===== config.mk =====
export PLATFORM = sky130hd
export DESIGN_NAME = bit_serializer
export DESIGN_NICKNAME = d
export VERILOG_FILES = /design/src/rtl/bit_serializer.sv
export SDC_FILE = /design/constraint.sdc
export NUM_CORES = 1
export LEC_CHECK = 0
export CORE_ASPECT_RATIO = 0.9
export CORE_MARGIN = 8
export CORE_UTILIZATION = 44
export CTS_BUF_LIST = sky130_fd_sc_hd__clkbuf_2 sky130_fd_sc_hd__clkbuf_4 sky130_fd_sc_hd__clkbuf_8
export CTS_CLUSTER_SIZE = 14
export DETAILED_ROUTE_END_ITERATION = 7
export HOLD_SLACK_MARGIN = 0.03
export PLACE_DENSITY_LB_ADDON = 0.2
export SYNTH_ARGS = -nofsm -noshare
export SYNTH_HDL_FRONTEND = slang
export SYNTH_SLANG_ARGS = --single-unit

===== constraint.sdc =====
create_clock -name clk -period 3.02 [get_ports clk]
set_clock_uncertainty 0.1 [all_clocks]
set_input_delay 0.453 -clock clk [delete_from_list [all_inputs] [get_ports clk]]
set_output_delay 0.453 -clock clk [all_outputs]
set_load 0.02 [all_outputs]

===== src/rtl/bit_serializer.sv =====
// Parallel-to-serial feeder for the sequence detector: valid/ready word input, MSB-first bit stream out.
// Optional SER_PARITY_EN appends an even-parity bit after each word's data bits.
module bit_serializer #(
  parameter int DATA_W = 8,
  parameter int GAP    = 0
) (
  input  logic              clk,
  input  logic              rst,
  input  logic [DATA_W-1:0] din,
  input  logic              din_valid,
  output logic              din_ready,
  output logic              ser_out,
  output logic              ser_valid,
  output logic              busy,
  output logic              word_done
);

  // state   | meaning
  // S_IDLE  | waiting for a word, din_ready high
  // S_SHIFT | a bit of the current word is on ser_out
  // S_GAP   | inter-word idle cycles, ser_out held low
  localparam logic [1:0] S_IDLE  = 2'd0;
  localparam logic [1:0] S_SHIFT = 2'd1;
  localparam logic [1:0] S_GAP   = 2'd2;

  localparam int BIT_CW = $clog2(DATA_W);
  localparam int GAP_CW = (GAP > 0) ? (($clog2(GAP + 1) > 0) ? $clog2(GAP + 1) : 1) : 1;

  localparam logic [BIT_CW-1:0] BIT_LOAD = BIT_CW'(DATA_W - 1);
  localparam logic [GAP_CW-1:0] GAP_LOAD = GAP_CW'((GAP > 0) ? GAP - 1 : 0);

  logic [1:0]        r_state;
  logic [DATA_W-2:0] r_shift;
  logic [BIT_CW-1:0] r_bit_cnt;
  logic [GAP_CW-1:0] r_gap_cnt;
  logic              r_ser_out;
  logic              r_ser_valid;
  logic              r_word_done;

  logic w_data_last;
  logic w_word_end;
  logic w_xfer;

`ifdef SER_PARITY_EN
  logic r_parity;
  logic r_par_phase;

  assign w_data_last = (r_state == S_SHIFT) && (r_bit_cnt == '0) && !r_par_phase;
  assign w_word_end  = (r_state == S_SHIFT) && r_par_phase;
`else
  assign w_data_last = (r_state == S_SHIFT) && (r_bit_cnt == '0);
  assign w_word_end  = w_data_last;
`endif

  // Ready only in IDLE or on the final bit of a word when streaming back-to-back.
  assign din_ready = (r_state == S_IDLE) || (w_word_end && (GAP == 0));
  assign w_xfer    = din_valid && din_ready;

  always_ff @(posedge clk or posedge rst) begin
    if (rst) begin
      r_state     <= S_IDLE;
      r_shift     <= '0;
      r_bit_cnt   <= '0;
      r_gap_cnt   <= '0;
      r_ser_out   <= 1'b0;
      r_ser_valid <= 1'b0;
      r_word_done <= 1'b0;
`ifdef SER_PARITY_EN
      r_parity    <= 1'b0;
      r_par_phase <= 1'b0;
`endif
    end else begin
      r_word_done <= 1'b0;
      if (w_xfer) begin
        // A transfer can only happen in IDLE or on the word-end bit, so it always reloads.
        r_state     <= S_SHIFT;
        r_shift     <= din[DATA_W-2:0];
        r_bit_cnt   <= BIT_LOAD;
        r_ser_out   <= din[DATA_W-1];
        r_ser_valid <= 1'b1;
`ifdef SER_PARITY_EN
        r_parity    <= ^din;
        r_par_phase <= 1'b0;
`endif
      end else begin
        case (r_state)
          S_IDLE: begin
            r_ser_out   <= 1'b0;
            r_ser_valid <= 1'b0;
          end
          S_SHIFT: begin
            if (w_word_end) begin
              r_ser_out   <= 1'b0;
              r_ser_valid <= 1'b0;
              if (GAP > 0) begin
                r_state   <= S_GAP;
                r_gap_cnt <= GAP_LOAD;
              end else begin
                r_state   <= S_IDLE;
              end
`ifdef SER_PARITY_EN
            end else if (w_data_last) begin
              r_ser_out   <= r_parity;
              r_par_phase <= 1'b1;
              r_word_done <= 1'b1;
`endif
            end else begin
              r_ser_out   <= r_shift[DATA_W-2];
              r_shift     <= r_shift << 1;
              r_bit_cnt   <= r_bit_cnt - 1'b1;
`ifndef SER_PARITY_EN
              r_word_done <= (r_bit_cnt == BIT_CW'(1));
`endif
            end
          end
          S_GAP: begin
            r_ser_out   <= 1'b0;
            r_ser_valid <= 1'b0;
            if (r_gap_cnt == '0) begin
              r_state <= S_IDLE;
            end else begin
              r_gap_cnt <= r_gap_cnt - 1'b1;
            end
          end
          default: begin
            r_state     <= S_IDLE;
            r_ser_out   <= 1'b0;
            r_ser_valid <= 1'b0;
          end
        endcase
      end
    end
  end

  assign ser_out   = r_ser_out;
  assign ser_valid = r_ser_valid;
  assign word_done = r_word_done;
  assign busy      = (r_state != S_IDLE);

endmodule


==> flow_summary.toml, run 1 <==
[run]
drv_cap = 0

[logic_synthesis]
synth_cells = 51
synth.distinct_cells = 14
ys_seq_area_frac = 0.504
syn-mean-instance-area_sq_um = 13.6
synth_nets = 65
ys_warn_count = 0
synth-seq-cells = 14
synth_area_sq_um = 696

[global_routing]
grt_max_degree = 15
grt_overflow_total = 0
antenna_found_initial = 0
grt_pass1_vias = 485
grt_pass1_wl_mm = 2.17
grtUsageTotal = 0.0957

[sta]
final.min_clock_period_ps = 2460
setup_viol = 0
setup_tns_ps = 0
tightest_slew_ps = 572
finalWorstSetupSlack_ps = 558
rsz0062_at_grt = "no"
hold_violations = 0
drv_slew = 0
period_share = 0.815
max_freq_mhz = 406
slew_headroom = 0.618

[cts]
h-tree-depth = 1
ctsRootBufferMaster = "clkbuf_4"
cts_tree = "built"
clk_latency_ps = 290
post_cts_resized = 0
numCtsBuffers = 3
cts.sinks = 14
clkSlewWorstSetupHoldPaths_ps = 90
cts_hold_buf = 0
post_cts_buffers = 0
clockBufferDepth = 2

[detailed_routing]
ant_nets = 0
dr_wl_met2_microns = 591
first_pass_iters = 1
top_layer_used = "met4"
via_per_inst = 4.96
remaining_drc_errors = 0
routed_wl_mm = 1.30
route.detailed.wl_per_inst_microns = 15.5
met3RoutedLength_microns = 104
vias = 417
drtIter0Drc = 0
wl_met1_microns = 575

[power_and_ir_drop]
finalPower_uw = 799
leakage_nw = 0.439
p_per_area_nw_per_um2 = 902
p_sw_uw = 261
intPower_uw = 538
ir_worst_vdd_mv = 0.655
power_frac_seq = 0.378
p_comb_frac = 0.448
switching_share = 0.327
clkPwrFrac = 0.174

[floorplan]
num_rows = 13
coreArea_sq_um = 1460
floorplan.initialDensity = 0.475
die_x_microns = 57.9
dieArea_sq_um = 3110
io_pins = 16
die_y_microns = 53.7

[finish]
insertedDiodeCount = 0
multi_input_area_sq_um = 304
n_fill_cell = 118
fin_util = 0.605
area_delta_synth_final_pct = 27.3
drive_above_1_share = 0.275
fin_nets = 84
regArea_sq_um = 350

[hold_path]
hold_path.class = "primary input to async pin"

[worst_setup_path]
crit_type = "flip-flop to output pin"
worstPathRequired_ps = 2470
cp.depth = 6
worst_setup_path_end_kind = "output pin"
arrival_ps = 1910
cp_slowest_cell = "clkdlybuf4s50_1"
rr_worst_depth = 7
critical_path.top_delay_family = "buffers and inverters"
r2r-start = "r_bit_cnt[0]"
path_cells = "inv_1, ha_1, ha_1, nor2b_4, inv_1, clkdlybuf4s50_1"
path_buf_inv = 3
start_kind = "flip-flop"
worstPathMaxFanout = 4
cp-startpoint = "r_bit_cnt[0]"
critPathMaxStageDelay_ps = 530
r2r_end = "r_shift[1]"
r2r_slack_ps = 1220
critPathCapture = "din_ready"

[placement]
dpl_worst_slack_ps = 839
routabilityCongestion = 0.682
port_buffers = 15
post-dp-hpwl_microns = 896

[status]
status = "completed"
-- cells by family (layout without fill, tap and decap cells) --
logic type,count (synthesis),count (layout),synth area share
multiplexers,17,17,0.300
buffers and inverters,7,25,0.0594
adder cells (fa/ha/maj),3,3,0.0540
AND/OR/NAND/NOR,9,9,0.0755
flip-flops,14,14,0.504
AO/OA/AOI/OAI,1,1,0.00719
-- layout by cell type, fill, tap and decap left out, drive strengths merged --
cell type	instances
and3	1
dfrtp	14
buf	1
ha	3
nor2	4
o21ai	1
mux2i	4
clkdlybuf4s50	15
inv	5
nand2	1
clkbuf	4
nor2b	1
nand3b	1
mux2	13
nand2b	1
-- sequential cells by signal, indices dropped and copies added, names as in the netlist --
| signal | count |
|---|---|
| r_bit_cnt | 3 |
| r_shift | 7 |
| r_state | 1 |
| ser_out | 1 |
| ser_valid | 1 |
| word_done | 1 |
-- stage by stage --
stage / std cells / instance area [sq um] / hold slack (ps)
6_report: 84 / 886 / 394
5_1_grt: 84 / 886 / 439
4_1_cts: 84 / 886 / 417
3_5_place_dp: 80 / 850 / 397
3_3_place_gp: 80 / 850 / 390
2_1_floorplan: 51 / 696 / 242
-- area by class of cell --
class	instances	area share
timing repair buffer	16	0.178
clock buffer	4	0.0410
sequential	14	0.395
multi-input combinational	30	0.343
inverter	5	0.0212
tap	15	0.0212
-- cell usage after synthesis (all sizes together) --
master	instances	area (sq um)
inv	5	18.8
nand3b	1	7.51
dfrtp	14	350
nor2b	1	13.8
mux2	13	169
mux2i	4	40.0
ha	3	37.5
and3	1	6.26
o21ai	1	5.00
nor2	4	15.0
nand2	1	3.75
buf	2	22.5
nand2b	1	6.26
-- how the worst min path moves through the flow --
stage / slack [ps] / to / depth (start not counted)
detailed placement: 400 / r_shift[4] / 1
CTS: 420 / r_shift[4] / 2
finish: 390 / r_bit_cnt[2] / 2
floorplan: 240 / r_bit_cnt[0] / 1
global route: 440 / r_shift[4] / 1
global placement: 390 / r_shift[4] / 1
-- per-layer routing --
layer / up-vias / GRT usage
li1: 205 / -
met1: 195 / 0.0992
met2: 14 / 0.161
met3: 3 / 0.0333
met4: 0 / 0.0732
met5: - / 0
-- power by group through the flow --
stage	Clock [mW]	Sequential, mW	Combinational, mW
after floorplan	0	0.322	0.237
after global routing	0.149	0.313	0.394
after CTS	0.142	0.303	0.365
after detailed placement	0	0.307	0.359
final	0.139	0.302	0.358
after global placement	0	0.304	0.351
Note: power is estimated with default switching activity, not from simulation.
==> inputs of run 2 (changes only) <==
==> constraint.sdc (replaced) <==
create_clock -name clk -period 2.07 [get_ports clk]
set_clock_uncertainty 0.1 [all_clocks]
set_input_delay 0.3105 -clock clk [delete_from_list [all_inputs] [get_ports clk]]
set_output_delay 0.3105 -clock clk [all_outputs]
set_load 0.02 [all_outputs]
==> run 2 against run 1 <==
Net effect:
- register-to-register slack got worse by 860 ps
- global-route usage fell by 1.2 points
- final area decreased by 0.42%
- via count grew 0.48%
- critical path depth did not move
- clock power up 4%
- combinational power rose by 46%
- first-iteration DRC count up 4
- clock-buffer cell count decreased by 1
- non-clock buffer count grew 2
- sequential share of layout area rose by 0.17 points
- routed wire length decreased by 8.7%
- critical path type unchanged
- critical endpoint unchanged
- largest power group unchanged
==> flow_summary.toml, run 2 (synthesis results as in run 1) <==
[status]
status = "completed"

[power_and_ir_drop]
p_comb_frac = 0.472
ir_worst_vdd_mv = 0.715
clkPwrFrac = 0.131
switching_share = 0.322
leakage_nw = 0.442
p_per_area_nw_per_um2 = 1250
power_frac_seq = 0.396
intPower_uw = 748
p_sw_uw = 356

[detailed_routing]
vias = 419
remaining_drc_errors = 0
routed_wl_mm = 1.19
dr_wl_met2_microns = 509
wl_met1_microns = 572
first_pass_iters = 3
met3RoutedLength_microns = 94
via_per_inst = 4.93
drtIter0Drc = 4
route.detailed.wl_per_inst_microns = 14.0
ant_nets = 0
top_layer_used = "met4"

[placement]
routabilityCongestion = 0.751
post-dp-hpwl_microns = 891
port_buffers = 15

[finish]
largestRegisters = "r_shift (7), r_bit_cnt (3)"
area_delta_synth_final_pct = 26.8
insertedDiodeCount = 0
drive_above_1_share = 0.300
fin_util = 0.603
regMostFlops = "r_shift"
largest_reg_flops = 7
fin_nets = 86
final_cell_mix = "clkdlybuf4s50_1 (14), dfrtp_1 (14), mux2_2 (7), mux2_4 (6), inv_1 (5)"

[floorplan]
io_pins = 16
coreArea_sq_um = 1460
floorplan.initialDensity = 0.475
num_rows = 13
die_x_microns = 57.9
die_y_microns = 53.7
dieArea_sq_um = 3110

[worst_setup_path]
crit_type = "flip-flop to output pin"
arrival_ps = 1420
path_cells = "inv_1, ha_1, ha_1, nor2b_4, inv_1, clkbuf_2"
worstPathRequired_ps = 1660
worstPathMaxFanout = 4
critical_path.top_delay_family = "adder cells"
critPathMaxStageDelay_ps = 350
path_buf_inv = 3
start_kind = "flip-flop"
cp_slowest_cell = "dfrtp_1"
worst_setup_path_end_kind = "output pin"

[cts]
cts.sinks = 14
clockBufferDepth = 2
cts_tree = "built"
ctsRootBufferMaster = "clkbuf_4"
h-tree-depth = 1
clkSlewWorstSetupHoldPaths_ps = 80
cts_hold_buf = 0
numCtsBuffers = 3
clk_latency_ps = 270

[global_routing]
grt_pass1_vias = 435
grt_max_degree = 15
grt_overflow_total = 0
grtUsageTotal = 0.0832
grt_pass1_wl_mm = 2.00
antenna_found_initial = 0

[sta]
drv_slew = 0
max_freq_mhz = 547
setup_viol = 0
hold_violations = 0
slew_headroom = 0.650
period_share = 0.883
rsz0062_at_grt = "no"
final.min_clock_period_ps = 1830
setup_tns_ps = 0
tightest_slew_ps = 525

[hold_path]
hold_path.class = "primary input to async pin"

[run]
drv_cap = 0
-- run 2: changes by cell type in the layout (fill, tap and decap cells not counted) --
cell,before,now
buf_4,1,3
clkbuf_2,0,1
clkbuf_8,1,0
clkdlybuf4s50_1,15,14
-- run 2: worst paths after layout --
path,slack (ps),depth (start not counted),startpoint,endpoint
worst max-delay path,240,6,r_bit_cnt[1],din_ready
worst min-delay path,270,2,rst,ser_out
worst max register to register,360,7,r_bit_cnt[1],r_shift[6]
worst min register to register,410,1,r_shift[3],r_shift[4]
max in group asynchronous,1250,2,rst,word_done
min in group clk,410,1,r_shift[3],r_shift[4]
-- run 2: stage by stage --
step	cells	hold slack (ps)	worst slack, ps	cell area, sq um	total power [mW]
floorplan	51	99.7	401	696	0.816
CTS	85	283	47.3	886	1.13
global placement	81	389	125	857	0.962
finish	85	271	242	882	1.10
detailed placement	81	400	75.6	857	0.972
global route	85	328	124	882	1.19
-- run 2: layout make-up --
class,count,area (sq um)
Sequential cell,14,350
Clock buffer,3,22.5
Inverter,5,18.8
Fill cell,122,582
Multi-Input combinational cell,30,304
Tap cell,15,18.8
Timing Repair Buffer,18,168
-- run 2: power by group through the flow --
stage	Combinational (mW)	Sequential (mW)	Clock (mW)
floorplan	0.346	0.470	0
global placement	0.519	0.443	0
detailed placement	0.526	0.447	0
CTS	0.537	0.438	0.154
global route	0.578	0.447	0.167
finish	0.521	0.437	0.145
-- run 2: worst register-to-register path: stages, from the launching register on --
cell,delay [ps]
dfrtp_1,350
inv_1,60
ha_1,180
ha_1,220
nor2b_4,140
inv_1,60
buf_4,190
mux2_4,310
-- run 2: per-layer routing --
layer	up-vias	GRT usage
met5	-	0
met4	0	0.0366
met3	2	0.0333
met2	13	0.120
met1	195	0.108
li1	209	-
-- run 2: repair_timing --
| action | in CTS | in global routing |
|---|---|---|
| endpoints found under the setup margin | 1 | 1 |
| resized for setup | 1 | 2 |
| pin swaps | 0 | 0 |
| buffers inserted | 1 | 0 |
| gates cloned | 0 | 0 |
